--- config.mk ---
export PLATFORM = sky130hd
export DESIGN_NAME = addsub_sequencer
export DESIGN_NICKNAME = d
export VERILOG_FILES = /design/src/rtl/addsub_seq_pkg.sv /design/src/rtl/addsub32.sv /design/src/rtl/addsub_rr_arb2.sv /design/src/rtl/addsub_sequencer.sv
export SDC_FILE = /design/constraint.sdc
export NUM_CORES = 1
export LEC_CHECK = 0
export ABC_AREA = 1
export CORE_ASPECT_RATIO = 1.75
export CORE_MARGIN = 2
export CORE_UTILIZATION = 30
export CTS_CLUSTER_DIAMETER = 100
export CTS_CLUSTER_SIZE = 16
export DETAILED_ROUTE_END_ITERATION = 12
export GPL_TIMING_DRIVEN = 0
export MAX_ROUTING_LAYER = met4
export SLEW_MARGIN = 20
export SYNTH_ARGS = -nofsm -noshare
export SYNTH_HDL_FRONTEND = slang
export SYNTH_SLANG_ARGS = --single-unit
--- constraint.sdc ---
create_clock -name clk -period 21.2 [get_ports clk]
set_input_delay 4.24 -clock clk [delete_from_list [all_inputs] [get_ports clk]]
set_output_delay 4.24 -clock clk [all_outputs]
set_load 0.03 [all_outputs]
--- src/rtl/addsub_seq_pkg.sv ---
// Shared definitions for the add/sub sequencer: FSM encoding, saturation limits, default settle time.
// Latency: n/a (types and constants only).
// Backpressure: n/a.
package addsub_seq_pkg;

   typedef enum logic [1:0] {
      IDLE   = 2'd0,
      SETTLE = 2'd1,
      RESP   = 2'd2
   } seq_state_e;

   localparam logic [31:0] SAT_POS = 32'h7FFFFFFF;
   localparam logic [31:0] SAT_NEG = 32'h80000000;

   // Eight 10 ns cycles comfortably cover the ~66 gate delays of the full carry ripple.
   localparam int DEF_SETTLE_CYCLES = 8;

endpackage

--- src/rtl/addsub32.sv ---
// 32-bit ripple-carry adder/subtractor datapath (A+B or A-B), unit-gate-delay structure.
// Latency: purely combinational; outputs settle after the worst-case carry ripple.
// Backpressure: none; caller must hold inputs stable until the ripple has settled.
module addsub32 (
   input  logic [31:0] a_i,
   input  logic [31:0] b_i,
   input  logic        sub_i,
   output logic [31:0] ans_o,
   output logic        cout_o,
   output logic        v_o
);

   logic [32:0] c;
   logic [31:0] bx;

   // Subtraction is A + ~B + 1: invert B and inject the +1 as carry-in.
   assign bx   = b_i ^ {32{sub_i}};
   assign c[0] = sub_i;

   genvar i;
   generate
      for (i = 0; i < 32; i++) begin : g_bit
         assign ans_o[i] = a_i[i] ^ bx[i] ^ c[i];
         assign c[i+1]   = (a_i[i] & bx[i]) | (c[i] & (a_i[i] ^ bx[i]));
      end
   endgenerate

   assign cout_o = c[32];
   // Signed overflow: carry into the sign bit differs from carry out of it.
   assign v_o    = c[31] ^ c[32];

endmodule

--- src/rtl/addsub_rr_arb2.sv ---
// Two-way round-robin grant: a lone requester wins, ties go to the side rr_ptr points at.
// Latency: combinational.
// Backpressure: none; the caller decides when the grant is consumed and moves the pointer.
module addsub_rr_arb2 (
   input  logic valid0_i,
   input  logic valid1_i,
   input  logic rr_ptr_i,
   output logic grant_o,
   output logic any_grant_o
);

   // Pick the winner from the valid pattern; the pointer only matters on a tie.
   always_comb begin
      grant_o     = 1'b0;
      any_grant_o = valid0_i | valid1_i;
      if (valid0_i && valid1_i) begin
         grant_o = rr_ptr_i;
      end else if (valid1_i) begin
         grant_o = 1'b1;
      end
   end

endmodule

--- src/rtl/addsub_sequencer.sv ---
// Shares one addsub32 between two requesters: round-robin accept, hold operands SETTLE_CYCLES, capture, respond.
// Latency: rsp_valid rises SETTLE_CYCLES cycles after the accept edge; back-to-back issue every SETTLE_CYCLES+2.
// Backpressure: result held in RESP until rsp_ready; no new grant until the response is taken. Build option ADDSUB_SAT_EN saturates ans on overflow.
module addsub_sequencer
   import addsub_seq_pkg::*;
#(
   parameter int SETTLE_CYCLES = DEF_SETTLE_CYCLES,
   parameter int CNT_W         = 8
) (
   input  logic        clk,
   input  logic        rst,
   input  logic        req0_valid,
   output logic        req0_ready,
   input  logic [31:0] req0_a,
   input  logic [31:0] req0_b,
   input  logic        req0_sub,
   input  logic        req1_valid,
   output logic        req1_ready,
   input  logic [31:0] req1_a,
   input  logic [31:0] req1_b,
   input  logic        req1_sub,
   output logic        rsp_valid,
   input  logic        rsp_ready,
   output logic        rsp_id,
   output logic [31:0] rsp_ans,
   output logic        rsp_cout,
   output logic        rsp_v
);

   seq_state_e        state_q, state_d;
   logic              rr_ptr_q, rr_ptr_d;
   logic [31:0]       op_a_q, op_a_d;
   logic [31:0]       op_b_q, op_b_d;
   logic              op_sub_q, op_sub_d;
   logic              id_q, id_d;
   logic [CNT_W-1:0]  cnt_q, cnt_d;
   logic              rsp_valid_q, rsp_valid_d;
   logic              rsp_id_q, rsp_id_d;
   logic [31:0]       rsp_ans_q, rsp_ans_d;
   logic              rsp_cout_q, rsp_cout_d;
   logic              rsp_v_q, rsp_v_d;

   logic              grant;
   logic              any_grant;
   logic [31:0]       dp_ans;
   logic              dp_cout;
   logic              dp_v;
   logic [31:0]       cap_ans;

   addsub_rr_arb2 u_arb (
      .valid0_i    (req0_valid),
      .valid1_i    (req1_valid),
      .rr_ptr_i    (rr_ptr_q),
      .grant_o     (grant),
      .any_grant_o (any_grant)
   );

   // Datapath sees only the registered operands, so its inputs are frozen for the whole settle window.
   addsub32 u_dp (
      .a_i    (op_a_q),
      .b_i    (op_b_q),
      .sub_i  (op_sub_q),
      .ans_o  (dp_ans),
      .cout_o (dp_cout),
      .v_o    (dp_v)
   );

`ifdef ADDSUB_SAT_EN
   // A wrapped negative ans means the true result overflowed upward, and vice versa.
   assign cap_ans = dp_v ? (dp_ans[31] ? SAT_POS : SAT_NEG) : dp_ans;
`else
   assign cap_ans = dp_ans;
`endif

   // Ready only in IDLE toward the arbiter's winner; forced low while reset is applied.
   assign req0_ready = ~rst & (state_q == IDLE) & any_grant & ~grant;
   assign req1_ready = ~rst & (state_q == IDLE) & any_grant &  grant;

   assign rsp_valid = rsp_valid_q;
   assign rsp_id    = rsp_id_q;
   assign rsp_ans   = rsp_ans_q;
   assign rsp_cout  = rsp_cout_q;
   assign rsp_v     = rsp_v_q;

   // Next-state: accept in IDLE, count down in SETTLE, capture at zero, wait for the consumer in RESP.
   always_comb begin
      state_d     = state_q;
      rr_ptr_d    = rr_ptr_q;
      op_a_d      = op_a_q;
      op_b_d      = op_b_q;
      op_sub_d    = op_sub_q;
      id_d        = id_q;
      cnt_d       = cnt_q;
      rsp_valid_d = rsp_valid_q;
      rsp_id_d    = rsp_id_q;
      rsp_ans_d   = rsp_ans_q;
      rsp_cout_d  = rsp_cout_q;
      rsp_v_d     = rsp_v_q;
      case (state_q)
         IDLE: begin
            if (any_grant) begin
               op_a_d   = grant ? req1_a   : req0_a;
               op_b_d   = grant ? req1_b   : req0_b;
               op_sub_d = grant ? req1_sub : req0_sub;
               id_d     = grant;
               rr_ptr_d = ~grant;
               cnt_d    = CNT_W'(SETTLE_CYCLES - 1);
               state_d  = SETTLE;
            end
         end
         SETTLE: begin
            if (cnt_q == '0) begin
               rsp_valid_d = 1'b1;
               rsp_id_d    = id_q;
               rsp_ans_d   = cap_ans;
               rsp_cout_d  = dp_cout;
               rsp_v_d     = dp_v;
               state_d     = RESP;
            end else begin
               cnt_d = cnt_q - CNT_W'(1);
            end
         end
         RESP: begin
            if (rsp_valid_q && rsp_ready) begin
               rsp_valid_d = 1'b0;
               state_d     = IDLE;
            end
         end
         default: begin
            state_d = IDLE;
         end
      endcase
   end

   // State and datapath registers; reset discards any in-flight operation.
   always_ff @(posedge clk or posedge rst) begin
      if (rst) begin
         state_q     <= IDLE;
         rr_ptr_q    <= 1'b0;
         op_a_q      <= '0;
         op_b_q      <= '0;
         op_sub_q    <= 1'b0;
         id_q        <= 1'b0;
         cnt_q       <= '0;
         rsp_valid_q <= 1'b0;
         rsp_id_q    <= 1'b0;
         rsp_ans_q   <= '0;
         rsp_cout_q  <= 1'b0;
         rsp_v_q     <= 1'b0;
      end else begin
         state_q     <= state_d;
         rr_ptr_q    <= rr_ptr_d;
         op_a_q      <= op_a_d;
         op_b_q      <= op_b_d;
         op_sub_q    <= op_sub_d;
         id_q        <= id_d;
         cnt_q       <= cnt_d;
         rsp_valid_q <= rsp_valid_d;
         rsp_id_q    <= rsp_id_d;
         rsp_ans_q   <= rsp_ans_d;
         rsp_cout_q  <= rsp_cout_d;
         rsp_v_q     <= rsp_v_d;
      end
   end

endmodule

Yosys cells after proc, flatten, opt, wreduce, memory -nomap -nowiden
Cells that the tools add are included.
{"block": "classes", "add_sub_neg": 1, "eq_ne": 6, "muxes": 15, "n_bitwise": 169, "n_reduce_logical": 11}
{"op": "AND 1 bit", "n": 68}
{"op": "bitwise XOR 1 bit", "n": 65}
{"op": "two-way mux 32 bit", "n": 2}
{"op": "OR 1 bit", "n": 33}
{"op": "bitwise XOR 32 bit", "n": 1}
{"op": "two-way mux 8 bit", "n": 2}
{"op": "case mux 8 bit (2 select lines)", "n": 1}
{"op": "AND reduction 3 bit", "n": 3}
{"op": "logical NOT 8 bit", "n": 1}
{"op": "inequality test 2 bit (second input constant)", "n": 4}
{"op": "subtractor 8 x 1 -> 8 bit (second input constant)", "n": 1}
{"op": "two-way mux 2 bit", "n": 3}
{"op": "case mux 2 bit (3 select lines)", "n": 1}
{"op": "two-way mux 1 bit", "n": 5}
{"op": "AND reduction 2 bit", "n": 2}
{"op": "nonzero test 2 bit", "n": 2}
{"op": "equality test 2 x 1 -> 1 bit (second input constant)", "n": 1}
{"op": "equality test 2 bit (second input constant)", "n": 1}
{"op": "logical AND 1 bit", "n": 2}
{"op": "logical NOT 2 bit", "n": 1}
{"op": "NOT 1 bit", "n": 2}
{"op": "case mux 1 bit (2 select lines)", "n": 1}
{"block": "word_totals", "ff_bits": 113, "input_bits": 135, "out_inout_bits": 38}

Logic depth before layout (Yosys ltp)
{"block": "logic_depth", "ltp_word": 67, "depth_mapped": 39, "mapped_depth_nobuf": 37}

Hierarchy
From an unflattened synthesis, not the netlist that was laid out.
{"block": "unflattened", "cells_unflattened": 835, "hier_area_um2": 6876.6}
{"module": "addsub_sequencer", "instances": 1, "cells_each": 596, "area_each_um2": 5464.0}
{"module": "addsub32", "instances": 1, "cells_each": 234, "area_each_um2": 1390.1}
{"module": "addsub_rr_arb2", "instances": 1, "cells_each": 5, "area_each_um2": 22.5}

Worst setup path after synthesis
No wires, ideal clock.
{"block": "synth_path", "kind": "register -> register", "from": "reg op_sub_q", "to": "reg rsp_ans_q[31] (netlist: rsp_ans[31])", "setup_time_ns": 0.121, "t_arrival_ns": 12.762, "required_ns": 21.079, "slack_ns": 8.317, "path_stages_with_launch": 40, "synth_period_minus_slack_ns": 12.883, "cell_sequence": "dfrtp_1 > clkbuf_1 > buf_2 > xnor2_1 > fa_1 > fa_1 > fa_1 > fa_1 > fa_1 > fa_1 > fa_1 > fa_1 > fa_1 > fa_1 > fa_1 > fa_1 > fa_1 > fa_1 > (+4 left out) > fa_1 > fa_1 > fa_1 > fa_1 > fa_1 > fa_1 > fa_1 > fa_1 > fa_1 > fa_1 > fa_1 > fa_1 > fa_1 > fa_1 > inv_1 > fa_1 > inv_1 > o21ai_1"}
{"block": "synth_via", "elab_chain_len": 65, "elab_cells_between_ends": 127, "classes_between": "bitwise: 127"}
{"item": "from (decl)", "line": "addsub_sequencer.sv:34", "source": "logic op_sub_q, op_sub_d;"}
{"item": "from (signal assigned)", "line": "addsub_sequencer.sv:155", "source": "op_sub_q <= op_sub_d;"}
{"item": "bitwise XOR 32 bit", "line": "addsub32.sv:17", "source": "assign bx = b_i ^ {32{sub_i}};"}
{"item": "bitwise XOR 1 bit", "line": "addsub32.sv:24", "source": "assign c[i+1] = (a_i[i] & bx[i]) | (c[i] & (a_i[i] ^ bx[i]));"}
{"item": "AND 1 bit", "line": "addsub32.sv:24"}
{"item": "OR 1 bit", "line": "addsub32.sv:24"}
{"item": "AND 1 bit", "line": "addsub32.sv:24"}
{"item": "OR 1 bit", "line": "addsub32.sv:24"}
{"item": "AND 1 bit", "line": "addsub32.sv:24"}
{"item": "OR 1 bit", "line": "addsub32.sv:24"}
{"item": "(+50 left out)"}
{"item": "AND 1 bit", "line": "addsub32.sv:24"}
{"item": "OR 1 bit", "line": "addsub32.sv:24"}
{"item": "AND 1 bit", "line": "addsub32.sv:24"}
{"item": "OR 1 bit", "line": "addsub32.sv:24"}
{"item": "AND 1 bit", "line": "addsub32.sv:24"}
{"item": "OR 1 bit", "line": "addsub32.sv:24"}
{"item": "bitwise XOR 1 bit (*)", "line": "addsub32.sv:23", "source": "assign ans_o[i] = a_i[i] ^ bx[i] ^ c[i];"}
{"item": "named net cap_ans[31]", "line": "addsub_sequencer.sv:48", "source": "logic [31:0] cap_ans;"}
{"item": "to (signal assigned)", "line": "addsub_sequencer.sv:160", "source": "rsp_ans_q <= rsp_ans_d;"}
{"item": "to (decl)", "line": "addsub_sequencer.sv:39", "source": "logic [31:0] rsp_ans_q, rsp_ans_d;"}
The timed path passes the listed nets; every way through them passes the cells marked *.
A chain may end at the register's enable or synchronous reset.

Worst setup path in the final report
Ends and elaborated chain as after synthesis.

==> flow_metrics.py <==
metrics = {
    "setup_path": {
        "arrival_ns": 14.06,
        "critical_path_buf_inv_count": 6,
        "reg2regPathDepth": 39,
        "path_common_cell": "fa_1",
        "cp_max_fo": 10,
        "critPathCaptureType": "register",
        "criticalPathCategory": "reg -> reg",
        "r2r_setup_slack_ns": 7.42,
        "start_kind": "register",
        "reg2reg_from": "op_sub_q$_DFFE_PP0P_",
        "r2r_end": "rsp_ans[31]$_DFFE_PP0P_",
        "worst_path_largest_cell_delay_ns": 0.43,
        "worst_path_max_delay_cell": "fa_1",
        "required_ns": 21.48,
        "crit_family": "adder cells",
    },
    "yosys": {
        "seq_area_frac_synth_pct": 48.4,
        "synth_edf_count": 0,
        "synth_nets": 789,
        "yosysWarnings": 0,
        "async_flop_share_pct": 100,
        "syn_area_per_cell_um2": 9.41,
        "synth.distinct_cells": 29,
        "synthTopCellsByArea": "dfrtp_1, nand2_1, fa_1",
        "netlist_instances": 621,
        "netlist_area_mm2": 0.00585,
        "synthFlopType": "dfrtp_1",
        "synth_seq_cells": 113,
        "yosysTopAreaCell": "dfrtp_1",
        "synth_top_area_share_pct": 48.4,
    },
    "drt": {
        "viasPerCell": 4.55,
        "drtIter0Drc": 218,
        "firstDrtPassIters": 4,
        "drc": 0,
        "wl_per_cell_um": 17.2,
        "wl_met2_mm": 10.7,
        "wl_met1_mm": 6.57,
        "met3WireLength_um": 691,
        "vias": 4862,
        "totalWireLength_mm": 18.4,
        "routed.top_layer": "met4",
        "ant_nets": 0,
    },
    "final_layout": {
        "mostFrequentLayoutCells": "nand2_1, clkdlybuf4s50_1, dfrtp_1",
        "mostFrequentLayoutCell": "nand2_1",
        "final_util_pct": 44.5,
        "nets": 981,
        "drive_above_1_share_pct": 8.72,
        "n_fill_cell": 1892,
        "syn2layout_area_growth_pct": 45.4,
    },
    "power_and_ir_drop": {
        "power_density_mw_per_mm2": 156,
        "leakagePower_nw": 3.83,
        "ir_drop_v": 0.0000558,
    },
    "clock_tree": {
        "ctsHoldBuffers": 0,
        "cts_htree_levels": 4,
        "cts_made_buffers": 17,
        "clk_pin_slew_ns": 0.05,
        "ctsResizeCount": 0,
        "clk_path_buf_depth": 2,
        "cts_sinks": 113,
        "cts_setup_buffers": 0,
        "root_buffer": "clkbuf_16",
        "clk_latency_ns": 0.40,
        "cts_tree": "built",
    },
    "min_path": {
        "worstHoldPathType": "reg -> reg",
        "holdPathEnd": "rsp_ans[12]$_DFFE_PP0P_",
        "min_from": "rsp_ans[12]$_DFFE_PP0P_",
        "min_path_cells": 2,
    },
    "timing": {
        "max-slew-margin-rel_pct": 61.6,
        "tightest_slew_ns": 0.577,
        "period_minus_slack_ns": 13.78,
        "max_freq_mhz": 72.6,
        "rsz0062_at_grt": "no",
        "finClkSkew_ns": 0.0116,
        "finalSetupViolations": 0,
        "slew_viol_final": 0,
        "period_share_pct": 65.0,
        "finalHoldViolCount": 0,
        "final.setup.tns_ns": 0,
    },
    "floorplan": {
        "core-area_mm2": 0.0191,
        "die_w_um": 110,
        "start_util_pct": 30.6,
        "die_area_mm2": 0.0207,
        "ioPinCount": 173,
        "rows": 67,
        "chipHeight_um": 189,
    },
    "outcome": {
        "status": "finished, final reports clean",
    },
    "place": {
        "dp_hpwl_mm": 14.1,
        "gp_congestion": 0.800,
        "io_buffers": 172,
    },
    "global_route": {
        "grt_max_degree": 61,
        "overflow": 0,
        "grtUsageTotal_pct": 19.2,
        "grt_first_pass_wirelength_mm": 28.2,
        "grt_pass1_vias": 5209,
        "antenna_found_initial": 1,
    },
    "flow_run": {
        "drv_cap": 0,
    },
}
registers in the layout, summed over array words and instances, names as in the netlist:
signal	cells
rsp_ans	32
rr_ptr_q	1
id_q	1
cnt_q	8
op_sub_q	1
rsp_id	1
rsp_cout	1
state_q	2
rsp_v	1
op_b_q	32
op_a_q	32
rsp_valid	1
synth_stat cells (2+ instances only):
library cell  count
buf_2            19
o21bai_1          2
dfrtp_1         113
nand2_1         207
inv_2             2
nand3_1          24
ha_1              2
fa_1             31
nor2_1           17
xor2_1            5
buf_4             7
o21ai_1          36
nand4_1           4
xnor2_1          30
clkbuf_1          2
a22oi_1          49
nor3_1            2
nand2_2           3
inv_1            52
buf_6             5
worst min-delay path, cell delays in order, from the launching register on:
cell and delay [ns]:
dfrtp_1 0.34, nand2_1 0.05, o21ai_1 0.06
worst max path at each step:
stage                                          to            startpoint  cells after the start  slack, ns
after CTS                 rsp_ans[31]$_DFFE_PP0P_  op_sub_q$_DFFE_PP0P_                     39       7.32
after floorplan           rsp_ans[31]$_DFFE_PP0P_  op_sub_q$_DFFE_PP0P_                     39       8.32
final                     rsp_ans[31]$_DFFE_PP0P_  op_sub_q$_DFFE_PP0P_                     39       7.42
after global placement    rsp_ans[31]$_DFFE_PP0P_  op_sub_q$_DFFE_PP0P_                     39       7.43
after detailed placement  rsp_ans[31]$_DFFE_PP0P_  op_sub_q$_DFFE_PP0P_                     39       7.33
after global routing      rsp_ans[31]$_DFFE_PP0P_  op_sub_q$_DFFE_PP0P_                     39       6.88
stage by stage:
step           instance area, um2  setup WS [ns]  total power [mW]  hold WS [ns]  cells
3_5_place_dp                 7900           7.33              1.05         0.477   1035
5_1_grt                      8500           6.88              1.44         0.508   1068
3_3_place_gp                 7870           7.43              1.04         0.473   1034
4_1_cts                      8500           7.32              1.35         0.490   1067
6_report                     8500           7.42              1.33         0.486   1068
2_1_floorplan                5850           8.32             0.824         0.466    621
routing by layer:
layer  GRT usage (%)  vias up
met5               -        -
met4            6.86        0
met3            3.18       19
met2            35.7      130
met1            19.8     2339
li1                -     2374
power by group:
group	switching [mW]	leakage, nW	internal [mW]
registers	0.0654	1.42	0.313
logic	0.369	2.12	0.288
clock network	0.0998	0.290	0.190
cells by family (layout without fill, tap and decap cells):
| group | after synthesis | in the layout | share of synthesized area [%] |
|---|---|---|---|
| flops | 113 | 113 | 48.4 |
| buf+inv | 87 | 292 | 7.08 |
| fa+ha+maj | 33 | 33 | 11.0 |
| other cells | 0 | 1 | 0 |
| mux | 1 | 1 | 0.171 |
| compound gates | 91 | 91 | 10.1 |
| xor+xnor | 35 | 35 | 5.24 |
| simple gates | 261 | 261 | 18.0 |
final cells by class:
type | instances | area (um2) | area share [%]
tap | 241 | 302 | 3.55
timing repair buffer | 173 | 1750 | 20.6
multi-input combinational | 421 | 2600 | 30.6
inverter | 54 | 208 | 2.44
sequential | 113 | 2830 | 33.3
antenna | 1 | 2.50 | 0.0294
buffer | 33 | 211 | 2.49
clock buffer | 22 | 464 | 5.46
clock inverter | 10 | 134 | 1.57
No activity file was read; power rests on OpenSTA's default activity.
